--- config.mk ---
export PLATFORM = sky130hd
export DESIGN_NAME = mem_port_arbiter_flat
export DESIGN_NICKNAME = d
export VERILOG_FILES = /design/src/rtl/mem_port_arbiter_pkg.sv /design/src/rtl/mem_port_arbiter_if.sv /design/src/rtl/mem_port_arbiter_timer.sv /design/src/rtl/mem_port_arbiter.sv /design/src/flat_wrapper.sv
export SDC_FILE = /design/constraint.sdc
export NUM_CORES = 1
export LEC_CHECK = 0
export CORE_MARGIN = 5
export CORE_UTILIZATION = 38
export DETAILED_ROUTE_END_ITERATION = 10
export PLACE_DENSITY = 0.89
export RECOVER_POWER = 25
export SLEW_MARGIN = 10
export SYNTH_ARGS = -nofsm -noshare
export SYNTH_HDL_FRONTEND = slang
export SYNTH_HIERARCHICAL = 1
export SYNTH_SLANG_ARGS = --single-unit
--- constraint.sdc ---
create_clock -name clk -period 2 [get_ports clk]
set_input_delay 0.6 -clock clk [delete_from_list [all_inputs] [get_ports clk]]
set_output_delay 0.6 -clock clk [all_outputs]
set_load 0.02 [all_outputs]
--- src/rtl/mem_port_arbiter_pkg.sv ---
// Shared definitions for the memory port arbiter slice.
// Provides the arbiter state encoding, the requester port indices and the
// default bounded-wait limit used by the timeout counter.
package mem_arb_pkg;

    typedef enum logic [1:0] {
        IDLE   = 2'd0,
        ACCESS = 2'd1,
        RESP   = 2'd2
    } arb_state_t;

    localparam logic PORT_CPU = 1'b0;
    localparam logic PORT_LDR = 1'b1;

    localparam int unsigned MAX_WAIT_DEFAULT = 15;
    localparam int unsigned WAIT_CNT_W       = 8;

endpackage

--- src/rtl/mem_port_arbiter_if.sv ---
// Memory-side bus between the arbiter and the unified memory model.
// Ports (signals):
//   mem_read / mem_write : access strobes, high only while an access is active
//   mem_addr / mem_wdata : address and write data for the current strobe
//   mem_rdata            : read data, valid with mem_ready
//   mem_ready            : memory completion for the current strobe
// Modports: master = arbiter side, slave = memory side.
interface mem_port_arbiter_if #(
    parameter int ADDR_W = 32,
    parameter int DATA_W = 32
);
    logic              mem_read;
    logic              mem_write;
    logic [ADDR_W-1:0] mem_addr;
    logic [DATA_W-1:0] mem_wdata;
    logic [DATA_W-1:0] mem_rdata;
    logic              mem_ready;

    modport master (
        output mem_read, mem_write, mem_addr, mem_wdata,
        input  mem_rdata, mem_ready
    );

    modport slave (
        input  mem_read, mem_write, mem_addr, mem_wdata,
        output mem_rdata, mem_ready
    );
endinterface

--- src/rtl/mem_port_arbiter_timer.sv ---
// Bounded-wait counter for a pending memory access.
// Ports:
//   clk, reset_n : clock and asynchronous active-low reset
//   clr          : restart the count at zero (takes priority over en)
//   en           : advance the count by one
//   tc           : terminal count, high while the count equals MAX_WAIT-1
module mem_wait_timer
    import mem_arb_pkg::*;
#(
    parameter int unsigned MAX_WAIT = MAX_WAIT_DEFAULT
) (
    input  logic clk,
    input  logic reset_n,
    input  logic clr,
    input  logic en,
    output logic tc
);

    localparam logic [WAIT_CNT_W-1:0] TC_VAL = WAIT_CNT_W'(MAX_WAIT - 1);

    logic [WAIT_CNT_W-1:0] count;

    // MAX_WAIT is at most 255, so the owner stops enabling at TC_VAL and the
    // counter never wraps.
    always_ff @(posedge clk or negedge reset_n) begin
        if (!reset_n) begin
            count <= '0;
        end else if (clr) begin
            count <= '0;
        end else if (en) begin
            count <= count + WAIT_CNT_W'(1);
        end
    end

    assign tc = (count == TC_VAL);

endmodule

--- src/rtl/mem_port_arbiter.sv ---
// Two-port arbiter for the single-ported unified instruction/data memory.
// Port 0 is the multicycle CPU, port 1 the program loader/debug port.
// Each access runs IDLE -> ACCESS -> RESP; ACCESS waits for mem_ready or
// gives up after MAX_WAIT cycles and reports err.
// Ports:
//   clk, reset_n                      : clock, asynchronous active-low reset
//   c_req/c_we/c_addr/c_wdata, c_done : CPU request and one-cycle completion
//   l_req/l_we/l_addr/l_wdata, l_done : loader request and one-cycle completion
//   rdata, err                        : read data / timeout flag, valid with done
//   mem                               : memory bus (master side)
module mem_port_arbiter
    import mem_arb_pkg::*;
#(
    parameter int          ADDR_W   = 32,
    parameter int          DATA_W   = 32,
    parameter int unsigned MAX_WAIT = MAX_WAIT_DEFAULT
) (
    input  logic              clk,
    input  logic              reset_n,
    input  logic              c_req,
    input  logic              c_we,
    input  logic [ADDR_W-1:0] c_addr,
    input  logic [DATA_W-1:0] c_wdata,
    output logic              c_done,
    input  logic              l_req,
    input  logic              l_we,
    input  logic [ADDR_W-1:0] l_addr,
    input  logic [DATA_W-1:0] l_wdata,
    output logic              l_done,
    output logic [DATA_W-1:0] rdata,
    output logic              err,
    mem_port_arbiter_if.master mem
);

    arb_state_t        state, state_d;
    logic              g_q, lp_q;
    logic              we_q;
    logic [ADDR_W-1:0] addr_q;
    logic [DATA_W-1:0] wdata_q;
    logic [DATA_W-1:0] rdata_q;
    logic              err_q;

    logic              grant;
    logic              gsel;
    logic              t_clr, t_en, t_tc;

    logic              rd_o, wr_o;
    logic [ADDR_W-1:0] addr_o;
    logic [DATA_W-1:0] wdata_o;
    logic              cdone_o, ldone_o;

    mem_wait_timer #(
        .MAX_WAIT (MAX_WAIT)
    ) u_timer (
        .clk     (clk),
        .reset_n (reset_n),
        .clr     (t_clr),
        .en      (t_en),
        .tc      (t_tc)
    );

    // Next state, grant selection and all outputs. The bus outputs are
    // purely state-decoded, so the asynchronous reset clears them at once.
    always_comb begin
        state_d = state;
        grant   = 1'b0;
        gsel    = PORT_CPU;
        t_clr   = 1'b0;
        t_en    = 1'b0;
        rd_o    = 1'b0;
        wr_o    = 1'b0;
        addr_o  = '0;
        wdata_o = '0;
        cdone_o = 1'b0;
        ldone_o = 1'b0;

        unique case (state)
            IDLE: begin
                if (c_req && l_req) begin
                    // Tie goes to the port that did not win last time.
                    gsel  = (lp_q == PORT_CPU) ? PORT_LDR : PORT_CPU;
                    grant = 1'b1;
                end else if (c_req) begin
                    gsel  = PORT_CPU;
                    grant = 1'b1;
                end else if (l_req) begin
                    gsel  = PORT_LDR;
                    grant = 1'b1;
                end
                if (grant) begin
                    state_d = ACCESS;
                    t_clr   = 1'b1;
                end
            end
            ACCESS: begin
                rd_o    = ~we_q;
                wr_o    = we_q;
                addr_o  = addr_q;
                wdata_o = wdata_q;
                if (mem.mem_ready || t_tc) begin
                    state_d = RESP;
                end else begin
                    t_en = 1'b1;
                end
            end
            RESP: begin
                cdone_o = (g_q == PORT_CPU);
                ldone_o = (g_q == PORT_LDR);
                state_d = IDLE;
            end
            default: begin
                state_d = IDLE;
            end
        endcase
    end

    always_ff @(posedge clk or negedge reset_n) begin
        if (!reset_n) begin
            state <= IDLE;
        end else begin
            state <= state_d;
        end
    end

    always_ff @(posedge clk or negedge reset_n) begin
        if (!reset_n) begin
            g_q     <= PORT_CPU;
            lp_q    <= PORT_LDR;
            we_q    <= 1'b0;
            addr_q  <= '0;
            wdata_q <= '0;
            rdata_q <= '0;
            err_q   <= 1'b0;
        end else begin
            if (grant) begin
                g_q     <= gsel;
                lp_q    <= gsel;
                we_q    <= (gsel == PORT_LDR) ? l_we    : c_we;
                addr_q  <= (gsel == PORT_LDR) ? l_addr  : c_addr;
                wdata_q <= (gsel == PORT_LDR) ? l_wdata : c_wdata;
            end
            if (state == ACCESS) begin
                // mem_ready beats a coincident timeout.
                if (mem.mem_ready) begin
                    rdata_q <= we_q ? '0 : mem.mem_rdata;
                    err_q   <= 1'b0;
                end else if (t_tc) begin
                    rdata_q <= '0;
                    err_q   <= 1'b1;
                end
            end
        end
    end

    assign mem.mem_read  = rd_o;
    assign mem.mem_write = wr_o;
    assign mem.mem_addr  = addr_o;
    assign mem.mem_wdata = wdata_o;
    assign c_done        = cdone_o;
    assign l_done        = ldone_o;
    assign rdata         = rdata_q;
    assign err           = err_q;

endmodule

--- src/flat_wrapper.sv ---
// flat-port wrapper written by rule: the top's interface ports become plain ports
module mem_port_arbiter_flat import mem_arb_pkg::*;
#(
    parameter int          ADDR_W   = 32,
    parameter int          DATA_W   = 32,
    parameter int unsigned MAX_WAIT = MAX_WAIT_DEFAULT
)
  (clk, reset_n, c_req, c_we, c_addr, c_wdata, c_done, l_req, l_we, l_addr, l_wdata, l_done, rdata, err, mem_mem_read, mem_mem_write, mem_mem_addr, mem_mem_wdata, mem_mem_rdata, mem_mem_ready);
  mem_port_arbiter_if #(.ADDR_W(ADDR_W), .DATA_W(DATA_W)) mem_i ();
  input  logic clk;
  input  logic reset_n;
  input  logic c_req;
  input  logic c_we;
  input  logic [ADDR_W-1:0] c_addr;
  input  logic [DATA_W-1:0] c_wdata;
  output logic c_done;
  input  logic l_req;
  input  logic l_we;
  input  logic [ADDR_W-1:0] l_addr;
  input  logic [DATA_W-1:0] l_wdata;
  output logic l_done;
  output logic [DATA_W-1:0] rdata;
  output logic err;
  output wire logic [$bits(mem_i.mem_read)-1:0] mem_mem_read;
  output wire logic [$bits(mem_i.mem_write)-1:0] mem_mem_write;
  output wire logic [$bits(mem_i.mem_addr)-1:0] mem_mem_addr;
  output wire logic [$bits(mem_i.mem_wdata)-1:0] mem_mem_wdata;
  input wire logic [$bits(mem_i.mem_rdata)-1:0] mem_mem_rdata;
  input wire logic [$bits(mem_i.mem_ready)-1:0] mem_mem_ready;
  assign mem_mem_read = mem_i.mem_read;
  assign mem_mem_write = mem_i.mem_write;
  assign mem_mem_addr = mem_i.mem_addr;
  assign mem_mem_wdata = mem_i.mem_wdata;
  assign mem_i.mem_rdata = mem_mem_rdata;
  assign mem_i.mem_ready = mem_mem_ready;
  mem_port_arbiter #(.ADDR_W(ADDR_W), .DATA_W(DATA_W), .MAX_WAIT(MAX_WAIT)) u_core (.clk(clk), .reset_n(reset_n), .c_req(c_req), .c_we(c_we), .c_addr(c_addr), .c_wdata(c_wdata), .c_done(c_done), .l_req(l_req), .l_we(l_we), .l_addr(l_addr), .l_wdata(l_wdata), .l_done(l_done), .rdata(rdata), .err(err), .mem(mem_i));
endmodule
* After elaboration in Yosys (flattened, before gate mapping) *
Cells that the tools add are included.
W data, S select, Z words.

cells by class
  reduce and logical (&&, ||, !) cells = 7
  add/sub/neg operators = 1
  div/mod/pow operators = 0
  order comparisons = 0
  multiplexer cells = 32
  equal/unequal tests = 5
  multiply operators = 0
  bitwise gates (word level) = 2
  shift-type cells = 0

operators with widths
  cell                   number
  $mux W32               7
  $mux W1                20
  $mux W8                2
  $add A8 B1 Y8 const B  1
  $eq A8 B4 Y1 const B   1
  $mux W2                2
  $ne A2 B1 Y1 const B   2
  $pmux W2 S2            1
  $reduce_and A2 Y1      2
  $reduce_bool A2 Y1     2
  $eq A2 B1 Y1 const B   1
  $eq A2 B2 Y1 const B   1
  $logic_not A2 Y1       1
  $not A1 Y1             2
  $logic_and A1 B1 Y1    1
  $logic_or A1 B1 Y1     1

storage, ports and cells
  memories kept = 0
  bits in read-only memories = 0
  logic and storage cells = 56
  input port bits = 167
  bits in registers = 110
  output and inout bits = 101
  bits in latches = 0
  bits in writable memories = 0

* Longest topological paths before layout *
Gate-level depths: netlist (run 1).

  word-level depth = 7
  depth in mapped cells = 9
  depth with buffers taken out = 8

* By module *
The synthesis (run 1) kept the hierarchy.

by module, submodules not included
  module            cells each  sequential area each (µm²)  times used  area an instance (µm²)
  mem_port_arbiter  549         2553.7                      1           5562.8
  mem_wait_timer    42          200.2                       1           426.7

* Worst setup path before layout (run 1) *
Ideal clock, no wire load.

  kind = flip-flop to flip-flop
  start point = register u_core.state[0]
  end point = register u_core.u_timer.count[7]
  path buffers = 3
  data required time = 1.923 ns
  cell stages (with the launch flop) = 10
  slack = 0.040 ns
  clock period less this slack = 1.960 ns
  arrival time = 1.883 ns
  library setup time = 0.077 ns
  cells stage by stage = dfrtp_1 nor2_4 o21ai_2 buf_2 buf_6 inv_1 buf_6 o21ai_0 or4_1 a21oi_1

between the ends
  cells in the longest elaborated chain, start to end = 3
  elaborated cells on any way between the ends = 6
  classes of those cells = eq/ne: 1; mux: 3; reduce/logical: 2

RTL lines
  element                                                                line                          RTL
  start: declaration                                                     mem_port_arbiter.sv:35        arb_state_t state, state_d;
  start signal: assignment                                               mem_port_arbiter.sv:121       state <= state_d;
  $eq A2 B1 Y1 / $logic_not A2 Y1 (equally long branches)                mem_port_arbiter.sv:77        unique case (state)
  $mux W1                                                                mem_port_arbiter.sv:77
  $reduce_bool A2 Y1 (no source line) / $mux W8 (equally long branches)  --
  end signal: assignment                                                 mem_port_arbiter_timer.sv:31  count <= count + WAIT_CNT_W'(1);
  end: declaration                                                       mem_port_arbiter_timer.sv:21  logic [WAIT_CNT_W-1:0] count;

Parallel ways exist; a longest one is shown, timed or not.
A chain may end at the register's enable or synchronous reset.

* Worst setup path in the final report (run 1) *
  start point = register u_core.state[1]
  end point = output port mem_mem_wdata[5]

between the ends
  cells in the longest elaborated chain, start to end = 2

RTL lines
  element           line                    RTL
  $eq A2 B1 Y1      mem_port_arbiter.sv:77
  $mux W32          mem_port_arbiter.sv:77
  end: declaration  flat_wrapper.sv:27      output wire logic [$bits(mem_i.mem_wdata)-1:0] mem_mem_wdata;

No other way between the ends.

==> results, run 1 <==
- The remaining global-route overflow is 0.
- Setup repair after global routing could not meet its margin everywhere.
- Summing all flip-flop and latch instances after layout gives 2754 um^2.
- Wire segments on met3 add up to 2100 um in the final route.
- The highest layer touched by signal routing is met4.
- Using the TritonRoute via totals, the vias-per-cell ratio works out to 5.619.
- Along the worst path, the maximum fanout reaches 9.
- The clock network is responsible for 11.9% of the overall power.
- Summed over all nets, wire length on met2 after detailed routing comes to 10700 um.
- The startpoint kind of the worst setup timing path is a register.
- After detailed routing, the total wire length is 21760 um.
- The initial antenna violation count came to 0.
- In the final layout, the multi-input gates occupy 3070 um^2.
- The remaining antenna violation count is 0.
- The startpoint-to-endpoint class of the critical path is register to primary output.
- The final critical-path required period is 2.165 ns.
- The number of hold violations in the final report is 0.
- After layout, the worst path uses 108.2% of the clock period.
- The final max-slew violation count was 29.
- The path class of the tightest hold or removal check is register to register.
- For the worst-skew pair, the clock arrives at the later sink with an insertion delay of 0.35 ns.
- The height of the die is 135.5 um.
- The initial utilization of the core area, before any placement, comes to 39.11%.
- TritonCTS built the clock tree.
- The total via count after detailed routing is 5990.
- The path with the worst hold slack has its endpoint at u_core/addr_q[8].
- The power density of the placed cells is 1477 nW/um^2.
- For this run, the top clock speed supported by timing is 0.4619 GHz.
- Synthesis produced a netlist with a net count of 760.
- The endpoint class of the critical path is a primary output.
- The count of final setup violators is 65.
- The total DRC errors in the routed layout is 0.
- The number of global-route vias before repair is 5847.
- In this run, distinct cell masters in the synthesized netlist total 41.
- In this run the critical register-to-register path is captured at u_core/u_timer/count[5].
- The number of register bits inferred by synthesis is 110.
- The area of the core is 15310 um^2.
- The sequential element share of the synthesized area is 45.98%.
- For this design the static power due to leakage is 4.092 nW.
- The net switching power is 5.751 mW.
- Relative to the synthesized area, the layout overhead comes to 62.71%.
- After layout, the worst setup slack is -0.1650 ns.
- Entering global routing, the biggest net connects 57 pins.
- Combinational cells account for 60.7% of the total power.
- Counting instances, the worst hold path has a depth of 1.
- The summed instance area of the synthesized netlist is 5989 um^2.
- Net switching is 39.95% of the power.
- The routed wire length per instance is 20.41 um.
- The signal on the critical path passes through and2b_4 -> buf_12 -> clkbuf_16 -> and2_4 -> buf_6.
- Max-cap violations in this run came to 1.
- Sequential cells account for 27.4% of the total power.
- The first-pass iteration count of the detailed router is 4.
- After technology mapping, the gate count stands at 591.
- In this run the count of I/O pins placed on the die edge is 268.
- The delay of the slowest critical-path stage is 0.38 ns.
- At the worst endpoint, the arrival time is 1.56 ns.
- For this block, wires on met1 add up to 8632 um.
- The full die area is 18370 um^2.
- The clock root buffer is clkbuf_16.
- The placer congestion estimate is 0.7929.
- Hold is met by 0.5100 ns.
- The number of cells on the worst reg-to-reg path is 9.
- IR analysis of the VDD net gives a maximum drop of 0.7046 mV.
- In this run the tightest slew margin relative to its limit is -7.006%.
- The number of clock buffers inserted by TritonCTS is 9.
- The total number of clock tree sinks is 110.
- The final reports fail on capacitance limit, slew limit, setup timing.
- For this design, the CTS-stage hold fixing added 0 buffers.
- The startpoint of the lowest-slack register-to-register path is u_core/state[1].
- After the first detailed-routing iteration, the DRC count stood at 359.
- The total of buffers placed on input and output ports is 267.
- The fraction of final layout cells with drive strength greater than 1 is 23.74%.
- The reg-to-reg setup timing slack is 0.11 ns.
- The measured slew at the worst slew-check pin is 1.605 ns.
- After legalization and detailed placement, the total HPWL measured 14840 um.
- The die boundary width is 135.5 um.
- The internal power of the cells totals 8.644 mW.
- The number of antenna diodes in the final layout is 0.
- The flow ran to the end, but the final reports show violations.
- After floorplanning, the core was divided into 45 placement rows.
- After clock tree synthesis, the clock-pin slew on the worst setup and hold paths is 0.08 ns.
- The depth of the CTS H-tree is 3.
- The library cell contributing the largest single delay on the critical path is dfrtp_1.
- The post-route setup TNS is -8.900 ns.
- The worst-case clock buffer depth is 2.
- Yosys printed 6 warnings.
- The start point of the worst min-delay path is u_core/addr_q[8].
- The post-route clock skew is 0.01205 ns.
- The count of fill cells added during filler insertion is 1188.
- The global-route usage over all layers is 21.99%.
- The number of nets at the end of the flow is 1020.
- The first global-routing pass estimated 32360 um of wire.
- A synthesized cell averages 10.13 um^2.
- The data required time at the worst endpoint is 1.40 ns.
-- power by group through the flow --
stage / Sequential [mW] / Clock [mW] / Combinational [mW]
after floorplan: 4.09 / 0 / 3.91
after global placement: 3.92 / 0 / 7.49
after detailed placement: 3.91 / 0 / 7.67
after CTS: 3.90 / 1.76 / 7.61
after global routing: 4.07 / 1.85 / 9.29
final: 3.95 / 1.71 / 8.74
-- routing by layer --
metal | vias up | GRT usage, %
met3 | 29 | 6.872
met1 | 2936 | 28.10
met5 | - | 0
met2 | 287 | 36.67
met4 | 0 | 4.927
li1 | 2738 | -
-- stage by stage --
stage                     power [mW]  area, um^2  util [%]  setup slack [ns]  std cells
after floorplan                8.004        5989         -           0.03983        591
after global placement         11.42        9106     59.46           -0.2285       1043
after global routing           15.21        9746     63.64           -0.2151       1066
final                          14.40        9746     63.64           -0.1650       1066
after detailed placement       11.57        9106     59.46           -0.2948       1043
after CTS                      13.27        9338     60.97           -0.1948       1058
-- area by class of cell --
class | count | share of cell area [%]
repair buffers | 320 | 34.59
well taps | 211 | 2.709
inverters | 4 | 0.1541
clock buffers | 9 | 2.311
clock inverters | 6 | 0.4750
multi-input cells | 406 | 31.51
flip-flops and latches | 110 | 28.26
-- state kept, by name, summed over array words and instances, names as in the netlist --
| name | count |
|---|---|
| u_core/addr_q | 32 |
| u_core/err | 1 |
| u_core/g_q | 1 |
| u_core/lp_q | 1 |
| u_core/rdata | 32 |
| u_core/state | 2 |
| u_core/u_timer/count | 8 |
| u_core/wdata_q | 32 |
| u_core/we_q | 1 |
-- what timing repair did --
item / 4_1_cts / 5_1_grt
gates cloned: 0 / 6
resized for setup: 347 / 115
buffers inserted: 0 / 2
pin swaps: 1 / 18
endpoints found under the setup margin: 70 / 72
-- cell usage in the layout (no fill, tap or decap), types with 4 or more instances in the layout --
| cell type | instances |
|---|---|
| a221o_1 | 65 |
| and2_4 | 51 |
| o21ai_0 | 63 |
| nor2_1 | 7 |
| and2_1 | 14 |
| nor3b_1 | 65 |
| dfrtp_1 | 109 |
| buf_12 | 14 |
| clkbuf_16 | 12 |
| buf_4 | 34 |
| and4_1 | 65 |
| clkdlybuf4s50_1 | 195 |
| nand2_1 | 33 |
| buf_6 | 68 |
| inv_1 | 4 |
-- synthesized netlist by cell type --
library cell,instances,area share [%]
nor2b_1,1,0.10
buf_6,3,0.56
or4_1,2,0.25
and3b_1,1,0.15
nor2_4,1,0.19
o21ai_2,1,0.15
nor4_1,1,0.10
xnor2_1,1,0.15
buf_1,1,0.063
nand2_1,34,2.1
nor3b_1,66,8.3
and2b_1,1,0.13
o21ai_1,2,0.17
nand4_1,2,0.21
o31ai_1,2,0.25
and3_1,1,0.10
a221o_1,65,11
a21oi_1,3,0.25
xor2_1,3,0.44
a211oi_1,1,0.13
dfrtp_1,109,46
nand2b_1,2,0.21
nand3_1,3,0.25
and2_1,65,6.8
nor3_1,1,0.083
ha_1,2,0.42
or3_2,1,0.13
nand3_2,1,0.17
a2bb2oi_1,1,0.15
buf_2,15,1.3
a21o_1,2,0.25
or2_1,1,0.10
clkbuf_1,43,2.7
o21ai_0,65,5.4
nor2_1,8,0.50
clkbuf_2,2,0.17
buf_4,7,0.88
dfstp_2,1,0.44
inv_1,4,0.25
and4_1,65,9.5
nand4b_1,1,0.15
-- worst max-delay path by stage --
| stage | from | endpoint | slack [ns] | cells after the start |
|---|---|---|---|---|
| after global placement | c_req | u_core/u_timer/count[7] | -0.23 | 6 |
| after floorplan | u_core/state[0] | u_core/u_timer/count[7] | 0.04 | 9 |
| after CTS | u_core/state[1] | mem_mem_addr[22] | -0.19 | 4 |
| after detailed placement | c_req | u_core/u_timer/count[7] | -0.29 | 6 |
| after global routing | u_core/state[1] | mem_mem_wdata[9] | -0.22 | 5 |
| final | u_core/state[1] | mem_mem_wdata[5] | -0.16 | 5 |
-- kinds of logic after synthesis --
group,count (synthesis),synth area share (%)
AOI/OAI and AO/OA,142,17.63
xor gates and xnor gates,4,0.5850
adders and majority gates,2,0.4177
buffers and inverters,75,5.870
DFF,110,45.98
and+or+nand+nor,258,29.52
-- worst max-delay path, delay by kind of cell (launching register included) --
kind          cells  cell delay (ns)
simple gates      2             0.44
buf+inv           3             0.41
flops             1             0.38
No activity file was read; power rests on OpenSTA's default activity.
==> inputs of run 2 (changes only) <==
Settings changed: ABC_CLOCK_PERIOD_IN_PS set to 2000, GPL_TIMING_DRIVEN set to 0.
==> results, run 2 (same netlist as run 1, synthesis figures left out) <==
- The number of hold violations in the final report is 0 (unchanged).
- The post-route setup TNS is -12.98 ns (-4.079 ns).
- The total DRC errors in the routed layout was 0 (unchanged).
- The share of the core filled with cells in the final layout is 63.61% (about the same).
- The insertion delay of the later-clocked pin in the worst-skew pair came to 0.35 ns (about the same).
- The depth of the CTS H-tree is 3 (unchanged).
- The post-route clock skew is 0.008913 ns (-0.003135 ns).
- The floorplan row count came to 45 (unchanged).
- The final max-slew violation count is 0 (-100%).
- The fraction of final layout cells with drive strength greater than 1 is 22.93% (-0.81 points).
- The total number of clock tree sinks is 110 (unchanged).
- The data required time at the worst endpoint is 1.40 ns (about the same).
- The starting density of the core is 39.11% (unchanged).
- The critical path goes through and2b_4 -> buf_8 -> clkbuf_16 -> and2_4 -> buf_6.
- The number of diodes added for antenna fixing was 0 (unchanged).
- The startpoint-to-endpoint class of the critical path is register to primary output.
- The final critical-path required period was 2.228 ns (+0.06331 ns).
- The final cell count without fillers is 1105 (+3.7%).
- The number of cells on the worst reg-to-reg path is 8 (-1).
- The placed standard-cell area came to 8955 um^2 (-1.7%).
- The global-route usage over all layers came to 22.95% (+0.96 points).
- The relative slew slack was 44.12% (+51 points).
- The maximum net fanout on the critical path is 10 (+1).
- The endpoint class of the critical path is a primary output.
- The die boundary width is 135.5 um (unchanged).
- The portion of the clock cycle consumed by the worst path in the final layout came to 111.4% (+3.2 points).
- The total via count after detailed routing was 6073 (+1.4%).
- The number of max-cap violations is 0 (-1).
- The worst min-delay path class is primary input to async pin.
- In the layout the commonest cells are clkdlybuf4s50_1, dfrtp_1, buf_6, nor3b_1.
- The number of global-route vias before repair came to 6170 (+5.5%).
- The detailed-route wire length came to 21980 um (+1.0%).
- The startpoint kind of the worst setup timing path is a register.
- The area of the core was 15310 um^2 (unchanged).
- The height of the die is 135.5 um (unchanged).
- The clock root buffer is clkbuf_16.
- The number of cells in the design after placement is 1070 (+2.6%).
- The worst register-to-register path begins at u_core/u_timer/count[1].
- The full die area is 18370 um^2 (unchanged).
- The run finished, with violations left.
- The worst-case vdd ir drop came to 0.6935 mV (-1.6%).
- The arrival time at the worst endpoint is 1.63 ns (+0.07 ns).
- The highest attainable clock frequency is 0.4488 GHz (-2.8%).
- The violation count after the first detailed-route iteration is 433 (+21%).
- The reg-to-reg setup timing slack is 0.03 ns (-0.08 ns).
- The worst flop-to-flop path endpoint is u_core/u_timer/count[7].
- The final instance area is 9742 um^2 (about the same).
- The remaining antenna violation count is 0 (unchanged).
- The post-place setup slack is -1.179 ns (-0.8840 ns).
- The kind of cell with the highest combined delay along the critical path is simple AND/OR/NAND/NOR gates.
- The number of clock buffers inserted by TritonCTS came to 9 (unchanged).
- The number of hold buffers added after CTS is 0 (unchanged).
- The final HPWL from detailed placement is 16090 um (+8.4%).
- The measured slew at the worst slew-check pin is 0.8381 ns (-0.7669 ns).
- The most frequent standard cell in the layout excluding fill and tap cells is clkdlybuf4s50_1.
- The power density of the placed cells was 1472 nW/um^2 (-0.37%).
- The initial antenna violation count came to 0 (unchanged).
- Setup repair after global routing could not meet its margin everywhere.
- The synthesis-to-layout area growth came to 62.65% (about the same).
- The worst-case clock buffer depth is 2 (unchanged).
- The total of buffers placed on input and output ports is 267 (unchanged).
- The delay of the slowest critical-path stage is 0.42 ns (+0.04 ns).
- The first-pass iteration count of the detailed router is 5 (+1).
- On the critical path, the stage with the largest delay is an instance of dfrtp_2.
- The maximum number of pins on one net before global-route repair is 78 (+37%).
- The overall power consumption is 14.34 mW (-0.41%).
- The static leakage is 4.070 nW (-0.54%).
- The checks that failed: setup timing.
- The TritonCTS clock tree is built.
- The worst path setup slack after routing was -0.2283 ns (-0.06331 ns).
- The routed wire length per instance is 19.89 um (-2.5%).
- The count of final setup violators is 66 (+1.5%).
- The remaining global-route overflow is 0 (unchanged).
- The count of buffering cells on the critical path with inverters included is 3 (unchanged).
- The placer congestion estimate is 0.8490 (+7.1%).
- The clock-pin transition on the worst setup and hold timing paths is 0.07 ns (about the same).
- The vias per cell is 5.496 (-2.2%).
- The first-pass GRT wire length is 33080 um (+2.2%).
- The worst hold margin came to 0.3407 ns (-0.1693 ns).
- The number of nets at the end of the flow is 1058 (+3.7%).
- The number of I/O pins came to 268 (unchanged).
run 2: changes by cell type in the layout (fill, tap and decap cells not counted), sizes merged:
cell,change
clkbuf,+39
buf,-2
dlygate4sd2,+2
inv,-2
bufinv,+1
clkdlybuf4s15,+1
clkinv,+1
dlymetal6s2s,-1
run 2: final cells by class:
type	count	area, um^2
buffer	70	444.2
multi-input combinational	406	3058
inverter	4	15.01
tap	211	264.0
timing repair buffer	288	2909
fill	1233	5573
sequential	110	2759
clock buffer	10	229.0
clock inverter	6	63.81
run 2: per-layer routing:
| metal | up-vias | GRT usage [%] | wire length (um) |
|---|---|---|---|
| li1 | 2819 | - | - |
| met1 | 2929 | 27.54 | 8444 |
| met2 | 279 | 39.33 | 10850 |
| met3 | 46 | 6.724 | 2128 |
| met4 | 0 | 7.951 | 561 |
| met5 | - | 0 | 0 |
run 2: how the worst max path moves through the flow:
stage                          startpoint                       to  slack (ns)  depth (start not counted)
after floorplan           u_core/state[0]  u_core/u_timer/count[7]        0.04                          9
after global placement            reset_n         u_core/addr_q[1]       -4.02                          1
after detailed placement  u_core/state[1]          mem_mem_addr[5]       -1.18                          5
after CTS                 u_core/state[1]         mem_mem_wdata[8]       -0.28                          5
after global routing      u_core/state[1]        mem_mem_wdata[23]       -0.28                          5
final                     u_core/state[1]          mem_mem_addr[5]       -0.23                          5
run 2: power breakdown:
group / internal [mW] / switching (mW) / leakage [nW]
clock network: 0.971 / 0.829 / 0.138
registers: 3.28 / 0.629 / 1.37
logic: 4.39 / 4.23 / 2.56
total: 8.64 / 5.69 / 4.07
run 2: repair_timing:
action	4_1_cts	5_1_grt
pin swaps	4	9
resized for setup	461	53
setup buffers	14	6
cloned	1	0
endpoints found under the setup margin	124	98
endpoints found under the hold margin	0	0
==> inputs of run 3 (changes only) <==
Settings changed: ABC_CLOCK_PERIOD_IN_PS 2000 to 1890, CORE_ASPECT_RATIO set to 0.8.
Clock period 2 ns to 1.89 ns, I/O delays scaled along.
==> results, run 3 (same netlist as run 1, synthesis figures left out) <==
- The flow ran to the end, but the final reports show violations.
- The checks that failed: setup timing.
- The power share of the sequential group is 26.5% (-0.8 points).
- The overall power consumption is 15.70 mW (+9.5%).
- In the layout the commonest cells are clkdlybuf4s50_1, dfrtp_1, buf_6, nor3b_1.
- Setup repair after global routing could not meet its margin everywhere.
- The routed wire length per instance came to 20.71 um (+4.1%).
- The area of the core is 15650 um^2 (+2.2%).
- The worst path setup slack after routing came to -0.3553 ns (-0.1270 ns).
- The worst min-delay path class is primary input to async pin.
- The global-route usage over all layers is 23.92% (+0.97 points).
- The die boundary width came to 150.4 um (+11%).
- The number of max-cap violations is 0 (unchanged).
- The switching portion of total power is 40.61% (+0.90 points).
- The remaining antenna violation count is 0 (unchanged).
- The power density of the placed cells came to 1569 nW/um^2 (+6.6%).
- The total number of clock tree sinks is 110 (unchanged).
- The worst-case clock buffer depth was 2 (unchanged).
- The area of combinational cells with multiple inputs is 3167 um^2 (+3.6%).
- The detailed-route wire length is 23150 um (+5.3%).
- The final cell count without fillers is 1118 (+1.2%).
- The data required time at the worst endpoint is 1.32 ns (-0.08 ns).
- The maximum net fanout on the critical path is 8 (-2).
- The portion of the clock cycle consumed by the worst path in the final layout is 118.8%.
- The first-pass iteration count of the detailed router came to 5 (unchanged).
- The clock-pin transition on the worst setup and hold timing paths was 0.08 ns (about the same).
- The routed design could run at a clock period as short as 2.245 ns.
- In this run the clock root is driven by a clkbuf_16.
- The worst-case vdd ir drop is 0.7172 mV (+3.4%).
- The maximum number of pins on one net before global-route repair was 67 (-14%).
- The startpoint-to-endpoint class of the critical path is register to primary output.
- The count of fill cells added during filler insertion is 1231 (-0.16%).
- The measured slew at the worst slew-check pin is 1.141 ns (+0.3025 ns).
- The static leakage came to 4.369 nW (+7.4%).
- The total of buffers placed on input and output ports is 267 (unchanged).
- The vias per cell was 5.516 (+0.37%).
- The highest attainable clock frequency is 0.4454 GHz.
- The floorplan row count is 41 (-8.9%).
- The post-route setup TNS was -21.96 ns (-8.979 ns).
- The net switching power is 6.378 mW (+12%).
- The number of I/O pins was 268 (unchanged).
- The height of the die is 122.3 um (-9.8%).
- The remaining global-route overflow is 0 (unchanged).
- The initial antenna violation count is 0 (unchanged).
- The relative slew slack is 23.96% (-20 points).
- The first-pass GRT wire length is 34530 um (+4.4%).
- The total DRC errors in the routed layout is 0 (unchanged).
- The worst setup path is launched from a register.
- The most frequent standard cell in the layout excluding fill and tap cells is clkdlybuf4s50_1.
- The fraction of power consumed by combinational cells is 61.0% (+0.8 points).
- The total via count after detailed routing came to 6167 (+1.5%).
- The arrival time at the worst endpoint is 1.68 ns (+0.05 ns).
- The depth of the CTS H-tree was 3 (unchanged).
- The number of global-route vias before repair is 6213 (+0.70%).
- The number of diodes added for antenna fixing was 0 (unchanged).
- The placer congestion estimate came to 0.8763 (+3.2%).
- The count of final setup violators came to 97 (+47%).
- The number of nets at the end of the flow came to 1067 (+0.85%).
- The clock network power share is 12.5% (about the same).
- The number of clock buffers inserted by TritonCTS is 9 (unchanged).
- The violation count after the first detailed-route iteration is 358 (-17%).
- The final HPWL from detailed placement is 16380 um (+1.8%).
- The fraction of final layout cells with drive strength greater than 1 is 28.02% (+5.1 points).
- The starting density of the core is 38.28% (-0.83 points).
- The final max-slew violation count was 0 (unchanged).
- The post-place setup slack is -1.169 ns (+0.009780 ns).
- The post-route clock skew is 0.009870 ns (+0.0009576 ns).
- TritonCTS built the clock tree.
- The cell-internal power is 9.327 mW (+7.9%).
- The number of cells in the design after placement is 1074 (+0.37%).
- The number of hold violations in the final report is 0 (unchanged).
- The synthesis-to-layout area growth is 67.12%.
- The sequential cell area came to 2758 um^2 (about the same).
- The full die area is 18390 um^2 (about the same).
- The insertion delay of the later-clocked pin in the worst-skew pair is 0.36 ns (about the same).
- The endpoint class of the critical path is a primary output.
## run 3: cell types whose count changed in the layout (fill, tap and decap cells not counted), moves of 6 or more
| cell | previous run | this run |
|---|---|---|
| and2_1 | 22 | 3 |
| dlygate4sd2_1 | 2 | 33 |
| clkbuf_1 | 33 | 21 |
| buf_6 | 69 | 75 |
| clkbuf_2 | 7 | 15 |
| and2_4 | 43 | 62 |
| buf_4 | 26 | 34 |
| buf_2 | 16 | 9 |
| clkdlybuf4s50_1 | 195 | 163 |
## run 3: area by class of cell
type / count / share of cell area, %
buffer: 68 / 4.837
clock buffer: 9 / 2.250
clock inverter: 7 / 0.8625
inverter: 4 / 0.1500
multi-input combinational: 406 / 31.64
sequential: 110 / 27.55
tap: 215 / 2.687
timing repair buffer: 299 / 30.02
## run 3: worst max-delay path: stages (launching register included)
cell and delay (ns):
dfrtp_2 0.42, and2b_4 0.32, buf_12 0.16, clkbuf_16 0.15
and2_4 0.14, buf_6 0.11
## run 3: routing by layer
metal | track usage (%) | up-vias | share of wire [%]
li1 | - | 2846 | -
met3 | 6.755 | 34 | 9.2
met2 | 39.93 | 307 | 49
met4 | 5.771 | 0 | 1.9
met1 | 30.92 | 2980 | 40
met5 | 0 | - | 0
## run 3: path summary, 6_finish.rpt
| check | start | to | slack, ns | depth (start not counted) |
|---|---|---|---|---|
| setup / recovery | u_core/state[1] | mem_mem_wdata[18] | -0.36 | 5 |
| hold / removal | reset_n | u_core/wdata_q[27] | 0.43 | 1 |
| setup reg to reg | u_core/u_timer/count[1] | u_core/rdata[11] | -0.13 | 6 |
| hold reg to reg | u_core/rdata[26] | u_core/rdata[26] | 0.51 | 2 |
| max in group asynchronous | reset_n | u_core/u_timer/count[0] | 0.27 | 2 |
| min in group clk | u_core/rdata[26] | u_core/rdata[26] | 0.51 | 2 |
## run 3: power groups by stage
stage | Sequential [mW] | Clock (mW) | Combinational, mW
5_1_grt | 4.28 | 2.10 | 10.2
6_report | 4.16 | 1.96 | 9.58
2_1_floorplan | 4.33 | 0 | 4.23
3_5_place_dp | 4.13 | 0 | 8.01
3_3_place_gp | 4.10 | 0 | 7.82
4_1_cts | 4.12 | 2.01 | 9.27
## run 3: what timing repair did
action	in CTS	in global routing
endpoints found under the setup margin	191	165
cloned	5	1
hold buffers	0	0
pin swaps	38	14
buffers inserted	16	12
gates resized for setup	543	73
## run 3: per-stage QoR
step	util [%]	hold WS, ns	instance area [um^2]
floorplan	-	0.2714	6042
global placement	57.42	0.4852	8984
detailed placement	57.60	0.4919	9012
CTS	62.81	0.1387	9828
global route	63.97	0.5180	10010
finish	63.97	0.4298	10010
